**src/rtl/and_gate_tester.sv**
```systemverilog
// Exhaustive sweep tester for a quad 2-input AND gate: drives all 256 {A,B} vectors,
// waits SETTLE cycles per vector and compares Y. Optional macro: TESTER_STOP_ON_FAIL_EN.
module and_gate_tester #(
  parameter int SETTLE = 2
) (
  input  logic       CLK,
  input  logic       RST_N,
  input  logic       START,
  input  logic [3:0] Y,
  output logic [3:0] A,
  output logic [3:0] B,
  output logic       BUSY,
  output logic       DONE,
  output logic       PASS,
  output logic [8:0] ERR_CNT,
  output logic [7:0] FAIL_VEC
);

  localparam logic [1:0] S_IDLE   = 2'd0;
  localparam logic [1:0] S_SETTLE = 2'd1;
  localparam logic [1:0] S_CHECK  = 2'd2;
  localparam logic [1:0] S_FIN    = 2'd3;

  localparam logic [3:0] SETTLE_LD = 4'(SETTLE);

  logic [1:0] state_q, state_d;
  logic [7:0] vec_q, vec_d;
  logic [3:0] cnt_q, cnt_d;
  logic [8:0] err_cnt_q, err_cnt_d;
  logic [7:0] fail_vec_q, fail_vec_d;
  logic       first_fail_q, first_fail_d;
  logic       busy_q, busy_d;
  logic       done_q, done_d;
  logic       pass_q, pass_d;
  logic       mismatch;

  // {A,B} is the vector register itself, so the gate inputs are always registered
  assign mismatch = (Y != (vec_q[7:4] & vec_q[3:0]));

  always_comb begin
    state_d      = state_q;
    vec_d        = vec_q;
    cnt_d        = cnt_q;
    err_cnt_d    = err_cnt_q;
    fail_vec_d   = fail_vec_q;
    first_fail_d = first_fail_q;

    case (state_q)
      S_IDLE, S_FIN: begin
        if (START) begin
          state_d      = S_SETTLE;
          vec_d        = 8'h00;
          cnt_d        = SETTLE_LD;
          err_cnt_d    = 9'd0;
          fail_vec_d   = 8'h00;
          first_fail_d = 1'b0;
        end
      end
      S_SETTLE: begin
        cnt_d = cnt_q - 4'd1;
        if (cnt_q == 4'd1) begin
          state_d = S_CHECK;
        end
      end
      S_CHECK: begin
        if (mismatch) begin
          err_cnt_d    = err_cnt_q + 9'd1;
          first_fail_d = 1'b1;
          if (!first_fail_q) begin
            fail_vec_d = vec_q;
          end
        end
`ifdef TESTER_STOP_ON_FAIL_EN
        if (mismatch || (vec_q == 8'hFF)) begin
          state_d = S_FIN;
        end else begin
          state_d = S_SETTLE;
          vec_d   = vec_q + 8'd1;
          cnt_d   = SETTLE_LD;
        end
`else
        if (vec_q == 8'hFF) begin
          state_d = S_FIN;
        end else begin
          state_d = S_SETTLE;
          vec_d   = vec_q + 8'd1;
          cnt_d   = SETTLE_LD;
        end
`endif
      end
      default: state_d = S_IDLE;
    endcase

    // Status outputs are decoded from the next state so they are registered alongside it
    busy_d = (state_d == S_SETTLE) || (state_d == S_CHECK);
    done_d = (state_d == S_FIN);
    pass_d = done_d && (err_cnt_d == 9'd0);
  end

  always_ff @(posedge CLK) begin
    if (!RST_N) begin
      state_q      <= S_IDLE;
      vec_q        <= 8'h00;
      cnt_q        <= 4'd0;
      err_cnt_q    <= 9'd0;
      fail_vec_q   <= 8'h00;
      first_fail_q <= 1'b0;
      busy_q       <= 1'b0;
      done_q       <= 1'b0;
      pass_q       <= 1'b0;
    end else begin
      state_q      <= state_d;
      vec_q        <= vec_d;
      cnt_q        <= cnt_d;
      err_cnt_q    <= err_cnt_d;
      fail_vec_q   <= fail_vec_d;
      first_fail_q <= first_fail_d;
      busy_q       <= busy_d;
      done_q       <= done_d;
      pass_q       <= pass_d;
    end
  end

  assign A        = vec_q[7:4];
  assign B        = vec_q[3:0];
  assign BUSY     = busy_q;
  assign DONE     = done_q;
  assign PASS     = pass_q;
  assign ERR_CNT  = err_cnt_q;
  assign FAIL_VEC = fail_vec_q;

endmodule

```
**config.mk**
```make
export PLATFORM = sky130hd
export DESIGN_NAME = and_gate_tester
export DESIGN_NICKNAME = d
export VERILOG_FILES = /design/src/rtl/and_gate_tester.sv
export SDC_FILE = /design/constraint.sdc
export NUM_CORES = 1
export LEC_CHECK = 0
export CORE_UTILIZATION = 47
export CTS_CLUSTER_DIAMETER = 80
export DETAILED_ROUTE_END_ITERATION = 16
export GPL_TIMING_DRIVEN = 0
export PLACE_DENSITY = 0.74
export SYNTH_ARGS = -nofsm -noshare
export SYNTH_HDL_FRONTEND = slang
export SYNTH_SLANG_ARGS = --single-unit
```
**constraint.sdc**
```tcl
create_clock -name CLK -period 2.1 [get_ports CLK]
set_input_delay 0.42 -clock CLK [delete_from_list [all_inputs] [get_ports CLK]]
set_output_delay 0.42 -clock CLK [all_outputs]
set_load 0.005 [all_outputs]
```
; ---- Yosys cells after proc, flatten, opt, wreduce, memory -nomap -nowiden
; Index checks and enable logic that the tools add are counted.
[word_totals]
wordCells = 55
in_bits = 7
out_inout_bits = 28
register_bits = 35
[classes]
reduce_logical = 10
addsub = 3
n_bitwise = 1
muxes = 19
eq_ne = 13
[ops]
columns = cell, count
row1 = 8-bit two-way mux, 4
row2 = 8-bit one-hot mux with 2 select lines, 2
row3 = 9-bit two-way mux, 2
row4 = 9-bit one-hot mux with 2 select lines, 1
row5 = 4-bit one-hot mux with 3 select lines, 1
row6 = "9-bit by 1-bit adder with 9-bit output, second input constant", 1
row7 = 9-bit logical NOT, 1
row8 = "8-bit by 1-bit adder with 8-bit output, second input constant", 1
row9 = "2-bit == test, second input constant", 4
row10 = "8-bit == test, second input constant", 1
row11 = 4-bit two-way mux, 2
row12 = "2-bit != test, second input constant", 4
row13 = 2-bit two-way mux, 3
row14 = 2-bit one-hot mux with 3 select lines, 1
row15 = 3-bit AND reduction, 2
row16 = 4-bit AND, 1
row17 = "2-bit by 1-bit == test with 1-bit output, second input constant", 2
row18 = "4-bit by 1-bit == test with 1-bit output, second input constant", 1
row19 = 4-bit != test, 1
row20 = 4-bit AND reduction, 1
row21 = "4-bit by 1-bit subtractor with 4-bit output, second input constant", 1
row22 = 2-bit logical NOT, 1
row23 = 1-bit two-way mux, 2
row24 = 1-bit one-hot mux with 2 select lines, 1
row25 = other kinds (5), 5

; ---- Logic depth before layout (Yosys ltp)
[logic_depth]
depth_word = 6
ltp_mapped = 9
depth_no_buf = 9

; ---- Worst setup path before layout
; No wires, ideal clock.
[synth_path]
kind = reg2reg
startpoint = register state_q[0]
endpoint = register pass_q, in the netlist PASS
t_arrival_ps = 1925
slack_ps = 86
n_path_buf = 0
setup_time_ps = 88
stages_incl_launch_ff = 9
period_less_slack_ps = 2014
t_required_ps = 2012
path_cell_list = dfxtp_1 inv_1 ha_1 nor2b_1 nor2_1 nor2_1 a311o_1 or3_1 nor4_2
[synth_between]
elab_chain_len = 5
word_cells_on_any_way = 12
cone_classes = eq/ne: 4 / mux: 4 / reduce/logical: 4
[synth_rtl]
columns = item, line
row1 = "start, declared", 26  ; logic [1:0] state_q, state_d;
row2 = "start signal, assigned", 112  ; state_q <= state_d;
row3 = 2-bit == test or 2-bit logical NOT (tied branches), 48  ; case (state_q)
row4 = 2-bit OR reduction, 48
row5 = 9-bit one-hot mux with 2 select lines or 2-bit one-hot mux with 3 select lines (tied branches), 48
row6 = 9-bit logical NOT or 2-bit == test (tied branches), "97, 96"
row7 = 1-bit logical AND *, 97  ; pass_d = done_d && (err_cnt_d == 9'd0);
row8 = "end signal, assigned", 120  ; pass_q <= pass_d;
row9 = "end, declared", 34  ; logic pass_q, pass_d;
; Mark *: on every way between the ends. The rest lies on a longest branch, timed or not.
; A chain may end at the register's enable or synchronous reset.

; ---- Worst setup path after layout
[layout_path]
startpoint = input Y[0]
endpoint = register pass_q, in the netlist PASS
[layout_between]
elab_chain_len = 5
[layout_rtl]
columns = item, line
row1 = "start, declared", 9  ; input logic [3:0] Y,
row2 = 4-bit != test, 38  ; assign mismatch = (Y != (vec_q[7:4] & vec_q[3:0]));
row3 = 9-bit two-way mux, 66  ; if (mismatch) begin
row4 = 9-bit one-hot mux with 2 select lines, 48
row5 = 9-bit logical NOT, 97
row6 = 1-bit logical AND, 97
; No other way between the ends.

==> impl_metrics.ini <==
[setup_path]
slowest_stage = sky130_fd_sc_hd__clkdlybuf4s50_1
endpoint_kind = register
reg2reg_slack_ps = -10
critical_setup_path_class = in2reg
worst_setup_path_start_kind = input port
cp_cell_sequence = clkdlybuf4s50_1 -> and3_1 -> o22a_4 -> a21o_1 -> a311o_1 -> or3_4 -> nor4_2
worstReg2RegStart = state_q[0]$_SDFF_PN0_
timing.critical_path.to = PASS$_SDFF_PN0_
critPathMaxFanout = 4
worst_ep_arrival_time_ps = 2380
timing.critical_path.from = Y[0]
cell_depth_of_the_worst_flop_to_flop_path = 8
crit-reg2reg-capture = PASS$_SDFF_PN0_
largest_stage_delay_worst_path_ps = 430
worst_ep_required_time_ps = 2310

[timing]
timing.slew.headroom_pct = 65.6
worst-slew-pin-transition_ps = 510
rsz0062_at_grt = yes
final_max_slew_viol_count = 0
setup_viol = 1
final.setup_skew_ps = 5.89
final.hold.worst_slack_ps = 486
fmaxAchievable_ghz = 0.461
post-route-worst-setup-slack_ps = -68.0
finalWorstPathRequiredPeriod_ps = 2170
timing.final.crit_share_pct = 103
final_hold_viol_count = 0

[route]
dr.pass1.iters = 4
number_of_routed_nets_with_antenna_violations = 0
num_vias = 1764
route.detailed.wl_per_inst_um = 14.6
drt_wl_total_um = 4600
detail_route.iter0.violations = 166
vias_per_cell = 5.60
final_routed_drc_violation_total = 0

[final_layout]
area_growth_syn_to_layout_pct = 31.1
num-nets-final = 280
filler_cell_count = 313
layout-drive-gt1-share_pct = 13.9
diodes = 0
register_area_um2 = 704
multi_input_area_um2 = 1190
final_non_filler_cell_area_um2 = 2490

[synth]
synth_warn = 0
synth_cell_types = 47
synth-seq-cells = 35
async_reset_ff_share_pct = 0
synth_cells = 226
synth_enable_flop_cells = 0
synth_flop_cell = sky130_fd_sc_hd__dfxtp_1
syn_avg_cell_area_um2 = 8.42
synth_nets = 240
share_of_the_yosys_chip_area_belonging_to_registers_pct = 36.8
total_standard_cell_area_after_synthesis_um2 = 1900

[cts]
cts.reportedPaths.clkPinSlew_ps = 70
cts_num_sinks = 35
tritoncts_clock_tree = built
cts.path.max_buffers = 2
htreeDepth = 2
root_buffer_cell = sky130_fd_sc_hd__clkbuf_8
cts-hold-fix-buffers = 0
clk_lat_worst_skew_ps = 290
cts_buffers = 5

[pwr]
max-vdd-ir-drop_v = 0.000609
power_per_cell_area_nw_per_um2 = 631
total_leakage_power_nw = 0.933

[global_route]
global_route_wire_length_before_repair_um = 7890
grt.total_usage_pct = 24.3
globalRouteOverflowTotal = 0
grt_start_max_net_pins = 12
grt_pass1_vias = 1692
grt_antenna_before_repair = 0

[placed_design]
gpl.final_weighted_congestion = 0.818
placedInstanceArea_um2 = 2300
place.port_buffers = 34
post-dp-hpwl_um = 3130

[outcome]
violated_checks = negative setup slack
outcome = finished with violations

[floorplanning]
fp-row-count = 22
boundaryPins = 35
chipHeight_um = 65.6
die_width_um = 65.6
core_area_um2 = 3770
start_util_pct = 50.4
fp.dieArea_um2 = 4300

[worst_hold_path]
worst_hold_path_type = reg2reg

[run]
cap_violations = 0
placed cells by master (no fill, tap or decap), types with 2 or more instances in the layout:
cell,instances
sky130_fd_sc_hd__nand3b_1,2
sky130_fd_sc_hd__nand4_1,5
sky130_fd_sc_hd__o211a_1,4
sky130_fd_sc_hd__xnor2_1,6
sky130_fd_sc_hd__dfxtp_1,32
sky130_fd_sc_hd__and3_1,4
sky130_fd_sc_hd__a21oi_1,6
sky130_fd_sc_hd__dfxtp_2,3
sky130_fd_sc_hd__o21ai_0,9
sky130_fd_sc_hd__buf_4,2
sky130_fd_sc_hd__a21o_1,2
sky130_fd_sc_hd__a31oi_1,3
sky130_fd_sc_hd__o211ai_1,2
sky130_fd_sc_hd__o21a_1,2
sky130_fd_sc_hd__a211oi_1,4
sky130_fd_sc_hd__nor2b_1,11
sky130_fd_sc_hd__a21bo_1,2
sky130_fd_sc_hd__and2_1,12
sky130_fd_sc_hd__buf_2,3
sky130_fd_sc_hd__ha_1,5
sky130_fd_sc_hd__ha_2,2
sky130_fd_sc_hd__xor2_1,4
sky130_fd_sc_hd__dlygate4sd2_1,3
sky130_fd_sc_hd__clkdlybuf4s50_1,31
sky130_fd_sc_hd__inv_1,6
sky130_fd_sc_hd__clkbuf_1,2
sky130_fd_sc_hd__nor2_1,19
sky130_fd_sc_hd__nand3_1,6
sky130_fd_sc_hd__nand2_1,21
sky130_fd_sc_hd__o2111ai_1,2
sky130_fd_sc_hd__clkbuf_8,6
sky130_fd_sc_hd__buf_6,2
sky130_fd_sc_hd__nand2b_1,2
sky130_fd_sc_hd__a21boi_0,2
sky130_fd_sc_hd__nor3_1,4
sky130_fd_sc_hd__a22oi_1,8
sequential cells by signal (all words and copies together) (netlist names):
register / flops
FAIL_VEC: 8
BUSY: 1
first_fail_q: 1
ERR_CNT: 9
DONE: 1
cnt_q: 4
vec_q: 8
state_q: 2
PASS: 1
metrics by stage:
step | worst slack [ps] | util [%] | power, mW | TNS [ps] | cells
final | -68.0 | 66.1 | 1.57 | -68.0 | 315
after global placement | -450 | 61.0 | 0.930 | -4000 | 308
after detailed placement | -456 | 61.0 | 0.932 | -4370 | 308
after CTS | -53.2 | 65.4 | 1.58 | -53.2 | 316
after global routing | -106 | 66.1 | 1.65 | -118 | 315
after floorplan | 86.5 | - | 0.867 | 0 | 226
Yosys cell counts, types with 3 or more instances:
cell | number | area share (%)
sky130_fd_sc_hd__o2111ai_1 | 3 | 1.4
sky130_fd_sc_hd__nor3_1 | 5 | 1.3
sky130_fd_sc_hd__inv_1 | 6 | 1.2
sky130_fd_sc_hd__xor2_1 | 4 | 1.8
sky130_fd_sc_hd__nor2b_1 | 12 | 3.9
sky130_fd_sc_hd__a21oi_1 | 7 | 1.8
sky130_fd_sc_hd__clkbuf_1 | 6 | 1.2
sky130_fd_sc_hd__dfxtp_1 | 35 | 37
sky130_fd_sc_hd__nand4_1 | 5 | 1.6
sky130_fd_sc_hd__and3_1 | 5 | 1.6
sky130_fd_sc_hd__nand3_1 | 6 | 1.6
sky130_fd_sc_hd__nor2_1 | 20 | 3.9
sky130_fd_sc_hd__nand2b_1 | 3 | 0.99
sky130_fd_sc_hd__o211a_1 | 4 | 2.1
sky130_fd_sc_hd__a22oi_1 | 8 | 3.2
sky130_fd_sc_hd__and2_1 | 12 | 3.9
sky130_fd_sc_hd__xnor2_1 | 6 | 2.8
sky130_fd_sc_hd__ha_1 | 7 | 4.6
sky130_fd_sc_hd__a31oi_1 | 3 | 0.99
sky130_fd_sc_hd__a211oi_1 | 4 | 1.6
sky130_fd_sc_hd__nand2_1 | 21 | 4.1
sky130_fd_sc_hd__o21ai_0 | 9 | 2.4
where the power goes:
group          total, mW  internal (mW)  switching [mW]
Sequential         0.703          0.686          0.0165
Combinational      0.240          0.105           0.136
Clock              0.630          0.384           0.246
Total               1.57           1.17           0.398
layout make-up:
type                       count  area share, %
multi-input combinational    174           47.6
sequential                    35           28.3
timing repair buffer          36           14.1
clock buffer                   6           3.31
tap                           48           2.41
buffer                         8           2.01
clock inverter                 2           1.41
inverter                       6          0.904
repair_timing:
action | CTS | global route
pin swaps | 5 | 0
resized for setup | 14 | 11
setup buffers | 2 | 0
endpoints found under the setup margin | 10 | 15
worst max-delay path, delay by kind of cell:
| family | cells | cell delay (ps) |
|---|---|---|
| simple gates | 3 | 830 |
| compound gates | 3 | 690 |
| buf+inv | 1 | 430 |
cells by family (layout without fill, tap and decap cells):
kind of cell	Yosys count	count (layout)	share of synthesized area [%]
AND/OR/NAND/NOR	96	96	26.2
AO/OA/AOI/OAI	60	60	22.8
flip-flops	35	35	36.8
buffers and inverters	17	58	4.28
XOR/XNOR	10	10	4.61
adder cells (fa/ha/maj)	7	7	4.61
multiplexers	1	1	0.592
layer usage:
| metal | GRT usage (%) | routed length [um] | vias to the layer above |
|---|---|---|---|
| li1 | - | - | 894 |
| met5 | 0 | 0 | - |
| met3 | 5.21 | 188 | 5 |
| met2 | 38.3 | 2090 | 38 |
| met1 | 32.1 | 2260 | 827 |
| met4 | 9.78 | 65 | 0 |
how the worst min path moves through the flow:
stage / startpoint / end / slack, ps / depth (start not counted)
final: FAIL_VEC[7]$_SDFFE_PN0P_ / FAIL_VEC[7]$_SDFFE_PN0P_ / 490 / 2
after CTS: FAIL_VEC[7]$_SDFFE_PN0P_ / FAIL_VEC[7]$_SDFFE_PN0P_ / 490 / 2
after detailed placement: FAIL_VEC[7]$_SDFFE_PN0P_ / FAIL_VEC[7]$_SDFFE_PN0P_ / 470 / 2
after global routing: FAIL_VEC[7]$_SDFFE_PN0P_ / FAIL_VEC[7]$_SDFFE_PN0P_ / 510 / 2
after floorplan: FAIL_VEC[7]$_SDFFE_PN0P_ / FAIL_VEC[7]$_SDFFE_PN0P_ / 460 / 2
after global placement: FAIL_VEC[7]$_SDFFE_PN0P_ / FAIL_VEC[7]$_SDFFE_PN0P_ / 460 / 2
No activity file was read; power rests on OpenSTA's default activity.
